## src/rtl/data_mem_ctrl.sv

```systemverilog
// Load/store unit between the single-cycle datapath and a req/ack data bus.
// Stalls the core while an access is outstanding; flags misaligned and timed-out accesses.
module data_mem_ctrl #(
  parameter int unsigned TIMEOUT   = 16,
  parameter logic [31:0] ERR_RDATA = 32'h0000_0000
) (
  input  logic        clk,
  input  logic        rst,
  input  logic        req_valid,
  input  logic        mem_write,
  input  logic        byte_acc,
  input  logic [31:0] addr,
  input  logic [31:0] wdata,
  output logic [31:0] rdata,
  output logic        stall,
  output logic        err,
  output logic        bus_req,
  output logic        bus_we,
  output logic [29:0] bus_addr,
  output logic [3:0]  bus_be,
  output logic [31:0] bus_wdata,
  input  logic        bus_ack,
  input  logic [31:0] bus_rdata
);

  typedef enum logic [1:0] {StIdle, StBus, StResp} state_e;

  // Counter value seen during the last BUS cycle before giving up.
  localparam logic [7:0] TimeoutLast = 8'(TIMEOUT - 1);

  state_e      state_q, state_d;
  logic [7:0]  cnt_q, cnt_d;
  logic        byte_q, byte_d;
  logic [1:0]  off_q, off_d;
  logic [31:0] rdata_q, rdata_d;
  logic        err_q, err_d;
  logic        we_q, we_d;
  logic [29:0] baddr_q, baddr_d;
  logic [3:0]  be_q, be_d;
  logic [31:0] bwdata_q, bwdata_d;
  logic [7:0]  lane;

  always_ff @(posedge clk or negedge rst) begin
    if (!rst) begin
      state_q  <= StIdle;
      cnt_q    <= '0;
      byte_q   <= 1'b0;
      off_q    <= '0;
      rdata_q  <= '0;
      err_q    <= 1'b0;
      we_q     <= 1'b0;
      baddr_q  <= '0;
      be_q     <= '0;
      bwdata_q <= '0;
    end else begin
      state_q  <= state_d;
      cnt_q    <= cnt_d;
      byte_q   <= byte_d;
      off_q    <= off_d;
      rdata_q  <= rdata_d;
      err_q    <= err_d;
      we_q     <= we_d;
      baddr_q  <= baddr_d;
      be_q     <= be_d;
      bwdata_q <= bwdata_d;
    end
  end

  always_comb begin
    lane = bus_rdata[7:0];
    unique case (off_q)
      2'd0: lane = bus_rdata[7:0];
      2'd1: lane = bus_rdata[15:8];
      2'd2: lane = bus_rdata[23:16];
      2'd3: lane = bus_rdata[31:24];
      default: lane = bus_rdata[7:0];
    endcase
  end

  always_comb begin
    state_d  = state_q;
    cnt_d    = cnt_q;
    byte_d   = byte_q;
    off_d    = off_q;
    rdata_d  = rdata_q;
    err_d    = err_q;
    we_d     = we_q;
    baddr_d  = baddr_q;
    be_d     = be_q;
    bwdata_d = bwdata_q;
    stall    = 1'b0;

    unique case (state_q)
      StIdle: begin
        stall = req_valid;
        if (req_valid) begin
          err_d = 1'b0;
          if (!byte_acc && (addr[1:0] != 2'b00)) begin
            state_d = StResp;
            err_d   = 1'b1;
            rdata_d = ERR_RDATA;
          end else begin
            state_d  = StBus;
            cnt_d    = '0;
            byte_d   = byte_acc;
            off_d    = addr[1:0];
            we_d     = mem_write;
            baddr_d  = addr[31:2];
            be_d     = byte_acc ? (4'b0001 << addr[1:0]) : 4'b1111;
            bwdata_d = byte_acc ? {4{wdata[7:0]}} : wdata;
          end
        end
      end
      StBus: begin
        stall = 1'b1;
        cnt_d = cnt_q + 8'd1;
        // A late ack on the final cycle still wins over the timeout.
        if (bus_ack) begin
          state_d = StResp;
          err_d   = 1'b0;
          if (!we_q) rdata_d = byte_q ? {24'h0, lane} : bus_rdata;
        end else if (cnt_q == TimeoutLast) begin
          state_d = StResp;
          err_d   = 1'b1;
          rdata_d = ERR_RDATA;
        end
      end
      StResp: state_d = StIdle;
      default: state_d = StIdle;
    endcase
  end

  assign bus_req   = (state_q == StBus);
  assign bus_we    = we_q;
  assign bus_addr  = baddr_q;
  assign bus_be    = be_q;
  assign bus_wdata = bwdata_q;
  assign rdata     = rdata_q;
  assign err       = err_q;

endmodule

```

## config.mk

```make
export PLATFORM = sky130hd
export DESIGN_NAME = data_mem_ctrl
export DESIGN_NICKNAME = d
export VERILOG_FILES = /design/src/rtl/data_mem_ctrl.sv
export SDC_FILE = /design/constraint.sdc
export NUM_CORES = 1
export LEC_CHECK = 0
export CAP_MARGIN = 40
export CORE_UTILIZATION = 43
export CTS_CLUSTER_SIZE = 16
export DETAILED_ROUTE_END_ITERATION = 6
export PLACE_DENSITY = 0.8
export SLEW_MARGIN = 40
export SYNTH_ARGS = -nofsm -noshare
export SYNTH_HDL_FRONTEND = slang
export SYNTH_SLANG_ARGS = --single-unit
```

## constraint.sdc

```tcl
create_clock -name clk -period 2.5 [get_ports clk]
set_input_delay 0.25 -clock clk [delete_from_list [all_inputs] [get_ports clk]]
set_output_delay 0.25 -clock clk [all_outputs]
set_load 0.05 [all_outputs]
```

### Word level (Yosys, flattened, before mapping)

Cells that the tools add are included.
W data, S select, Z words.

| cells by class | value |
|---|---|
| shifts and indexed selects | 1 |
| bitwise gates (word level) | 1 |
| muxes and demuxes | 24 |
| equality and inequality tests | 10 |
| add/sub/neg operators | 1 |
| reduce and logical (&&, ||, !) cells | 11 |

Operators with widths:

| cell | number |
|---|---|
| $mux W32 | 7 |
| $pmux W32 S2 | 1 |
| $pmux W8 S4 | 1 |
| $mux W8 | 2 |
| $pmux W8 S2 | 1 |
| $reduce_and A3 Y1 | 3 |
| $add A8 B1 Y8 const B | 1 |
| $eq A8 B4 Y1 const B | 1 |
| $mux W2 | 4 |
| $ne A2 B2 Y1 const B | 3 |
| $reduce_and A5 Y1 | 1 |
| $eq A2 B1 Y1 const B | 2 |
| $eq A2 B2 Y1 const B | 2 |
| $logic_not A2 Y1 | 2 |
| $mux W1 | 4 |
| $mux W4 | 1 |
| $pmux W1 S2 | 2 |
| $pmux W2 S2 | 1 |
| $reduce_bool A2 Y1 | 2 |
| $shl A1 B2 Y4 const A | 1 |
| $ne A3 B1 Y1 const B | 1 |
| $ne A3 B3 Y1 const B | 1 |
| $reduce_and A2 Y1 | 1 |
| $logic_and A1 B1 Y1 | 1 |
| 2 further kinds | 2 |

| word-level totals | value |
|---|---|
| logic and storage cells | 58 |
| register bits after elaboration | 113 |
| bits of input ports | 102 |
| output and inout bits | 102 |

### Longest topological paths before layout

| logic depth | value |
|---|---|
| word-level depth | 6 |
| gate-level depth with buffers | 7 |

### Least setup slack after synthesis

Ideal clock, no wire load.

| timing path | value |
|---|---|
| path type | register to register |
| from | reg state_q[1] |
| to | reg rdata_q[2] (netlist: rdata[2]) |
| data required time | 2.375 ns |
| setup slack | 0.660 ns |
| path buffers | 1 |
| period minus slack after synthesis | 1.840 ns |
| arrival | 1.715 ns |
| stages on the path, launching flop included | 7 |
| cells stage by stage | dfrtp_1 nand2b_1 inv_1 nand3_1 nand4b_4 buf_6 mux2_4 |

| between the ends | value |
|---|---|
| word-level cells in the longest chain between the ends | 3 |
| elaborated cells on any way between the ends | 9 |
| those cells by class | 5 x eq/ne; 1 x mux; 3 x reduce/logical |

RTL lines:

| item | line | source |
|---|---|---|
| start, declared | 31 | `state_e state_q, state_d;` |
| start signal, assigned | 45 | `state_q <= StIdle;` |
| start signal, assigned | 56 | `state_q <= state_d;` |
| $eq A2 B1 Y1 (*) | - |  |
| named net bus_req | 17 | `output logic bus_req,` |
| $ne A3 B3 Y1 (no source line) (tied with other cells) | - |  |
| $reduce_and A5 Y1 (no source line) | - |  |
| end signal, assigned | 60 | `rdata_q <= rdata_d;` |
| end, declared | 35 | `logic [31:0] rdata_q, rdata_d;` |

The timed path passes the listed nets; every way through them passes the cells marked *.
A chain may end at the register's enable or synchronous reset.

### Worst setup path in the final report

| timing path | value |
|---|---|
| from | reg state_q[1] |
| to | out bus_req |

| between the ends | value |
|---|---|
| word-level cells in the longest chain between the ends | 1 |

RTL lines:

| item | line | source |
|---|---|---|
| $eq A2 B1 Y1 | 133 | `assign bus_req = (state_q == StBus);` |
| end, declared | 17 |  |

No other way between the ends.

==> metrics.txt <==
register area share after synthesis=0.562; pwr/cell area=1410 mW/mm2; # fillers=861; final period utilization=0.894; skew final=0.00787 ns; Arr. time, crit path=1.98 ns; Post-Layout Cell Count=882; yosys warns=0; RSZ-0062 raised after global routing=false; diode count=0; Max Fclk=448 MHz; Mapped Avg Cell Area=9.67 um2; syn nets=623; R2R cell count=5; Static Leak=3.70 nW; crit path cell chain=nand2b_1 > inv_1 > clkdlybuf4s50_1; Final Wtd Congestion=0.841; CTS tree=done; TritonRoute pass-1 iters=4; FF-to-FF End=rdata[21]$_DFFE_PN0P_; Synth Cell Area=0.00503 mm2; Pins Over Slew Limit=0; Synth Register Bits=113; share of flip-flops with an asynchronous set or reset=1.00; io pins=204; Synth Flop Type=dfrtp_1; nature of the critical path startpoint=register; Netlist cell types=36; Slew @ Worst Pin=0.567 ns; clk buf depth=2; Max-Cap Viols=0; worst path required time=2.25 ns; r2r startpoint=cnt_q[0]$_DFFE_PN0P_; CTS Sinks=113; worst vdd ir=0.000870 V; vias in the first global route=4490; top post-synthesis cells by area=dfrtp_1, nand2_1, mux2i_1, o21ai_0, inv_1; Root Buffer=clkbuf_16; Final Total Pwr=0.0111 W; Wirelength per Cell=16.6 um; Max stage delay on crit path=0.83 ns; final setup fails=0; Post-synth EDFFs=0; drt total wl=14600 um; Clock transition at path regs=0.05 ns; dominant cell type by area after synthesis=dfrtp_1; Mapped Cells=520; I/O Buffers=203; total global-route track usage=0.248; Initial Util=0.440; GRT overflow=0; DRT iter0 DRCs=224; status=completed; number of post-CTS setup repair buffers=0; # hold bufs at CTS=1; Die ar.=0.0121 mm2; die height=110 um; critical path endpoint category=primary output; Placeable Area=0.0114 mm2; Vias per Instance=5.12; CTS resizes=0; Hold Crit Class=in -> async; global-route wire length before repair=22200 um; largest net degree at the start of global routing=83; final hold violations=0; Vias=4520; Slew headroom=0.621; worst-skew pair later-pin latency=0.41 ns; htree depth=4; # DRC=0; area share of the largest cell type after synthesis=0.562; critical path class=reg -> out; slowest CP cell=clkdlybuf4s50_1; setup tns final=0 ns; layout cells sized above 1=0.0812; final core utilization=0.690; placed insts=849; Rows=39; critical-path maximum fanout=4; crit path time final=2.23 ns; R2R setup slack=0.49 ns; Chip Width=110 um; Final HPWL DP=10400 um; initial antenna violation count=0; nets@finish=829; CTS buffer count=17; ANT nets after route=0; Layout area overhead=56.7%
[power by group]
part / internal, W / total [W] / switching (W)
clock: 0.00182 / 0.00264 / 0.000829
sequential: 0.00253 / 0.00301 / 0.000478
combinational: 0.00185 / 0.00546 / 0.00361
[flip-flops by register name, summed over array words and instances, names as in the netlist]
register	count
state_q	2
cnt_q	8
bus_wdata	32
bus_be	4
bus_we	1
off_q	2
err	1
bus_addr	30
byte_q	1
rdata	32
[worst max-delay path: cells and delay by family (launching register included)]
family | cells | cell delay, ns
buffers and inverters | 2 | 0.97
flip-flops | 1 | 0.40
AND/OR/NAND/NOR | 1 | 0.21
[cell type report]
class | count | area (um2) | area share
sequential | 113 | 2830 | 0.359
timing repair buffer | 213 | 2140 | 0.271
multi-input combinational | 352 | 1980 | 0.252
clock buffer | 22 | 464 | 0.0589
clock inverter | 10 | 181 | 0.0230
tap | 143 | 179 | 0.0227
inverter | 29 | 109 | 0.0138
[cell usage in the layout (no fill, tap or decap), types with 3 or more instances in the layout]
cell type        count
nor2_1              16
clkbuf_16           17
inv_1               29
mux2i_1             49
nand2_1            180
clkbuf_1             3
clkdlybuf4s50_1    200
o22ai_1              7
nand3_1              4
a21oi_1              9
dfrtp_1            113
nor3_1               7
bufinv_16            5
or3_1                5
o21ai_0             35
clkinv_2             3
buf_12               3
mux2_4               6
buf_4                8
mux2_2               9
[kinds of logic after synthesis]
family,Yosys count,share of synthesized area
and+or+nand+nor,228,0.188
DFF,113,0.562
muxes,64,0.136
AOI/OAI and AO/OA,59,0.0652
buffers and inverters,55,0.0465
adders and majority gates,1,0.00249
[synthesized netlist by cell type (all sizes together), types with 2 or more instances]
library cell / n
mux2i: 49
nand3: 5
and3: 2
or3: 5
nand4: 2
nor4: 2
a21oi: 9
o21ai: 35
clkbuf: 14
nand2: 180
inv: 29
o22ai: 7
buf: 12
and2: 2
o21bai: 2
nor2: 16
nor3: 7
nand3b: 2
dfrtp: 113
mux2: 15
[layer usage]
metal	routed length [um]	global-route usage	part of all wire
met5	0	0	0
met4	365	0.114	0.025
met3	1560	0.107	0.11
met2	7080	0.417	0.48
met1	5630	0.269	0.38
[worst max-delay path by stage]
stage / depth (start not counted) / slack [ns] / endpoint / start
2_1_floorplan: 6 / 0.66 / rdata[2]$_DFFE_PN0P_ / state_q[1]$_DFFE_PN0P_
3_3_place_gp: 6 / 0.29 / rdata[17]$_DFFE_PN0P_ / addr[0]
3_5_place_dp: 6 / 0.22 / rdata[19]$_DFFE_PN0P_ / addr[0]
4_1_cts: 3 / 0.25 / bus_req / state_q[1]$_DFFE_PN0P_
5_1_grt: 3 / 0.22 / bus_req / state_q[1]$_DFFE_PN0P_
6_report: 3 / 0.27 / bus_req / state_q[1]$_DFFE_PN0P_
[metrics by stage]
stage	setup slack (ns)	cell area (um2)	hold WS, ns
2_1_floorplan	0.660	5030	-0.0456
3_3_place_gp	0.285	7220	0.166
3_5_place_dp	0.218	7220	0.168
4_1_cts	0.253	7880	0.291
5_1_grt	0.221	7880	0.318
6_report	0.266	7880	0.282
Power figures use the tool's default switching activity.
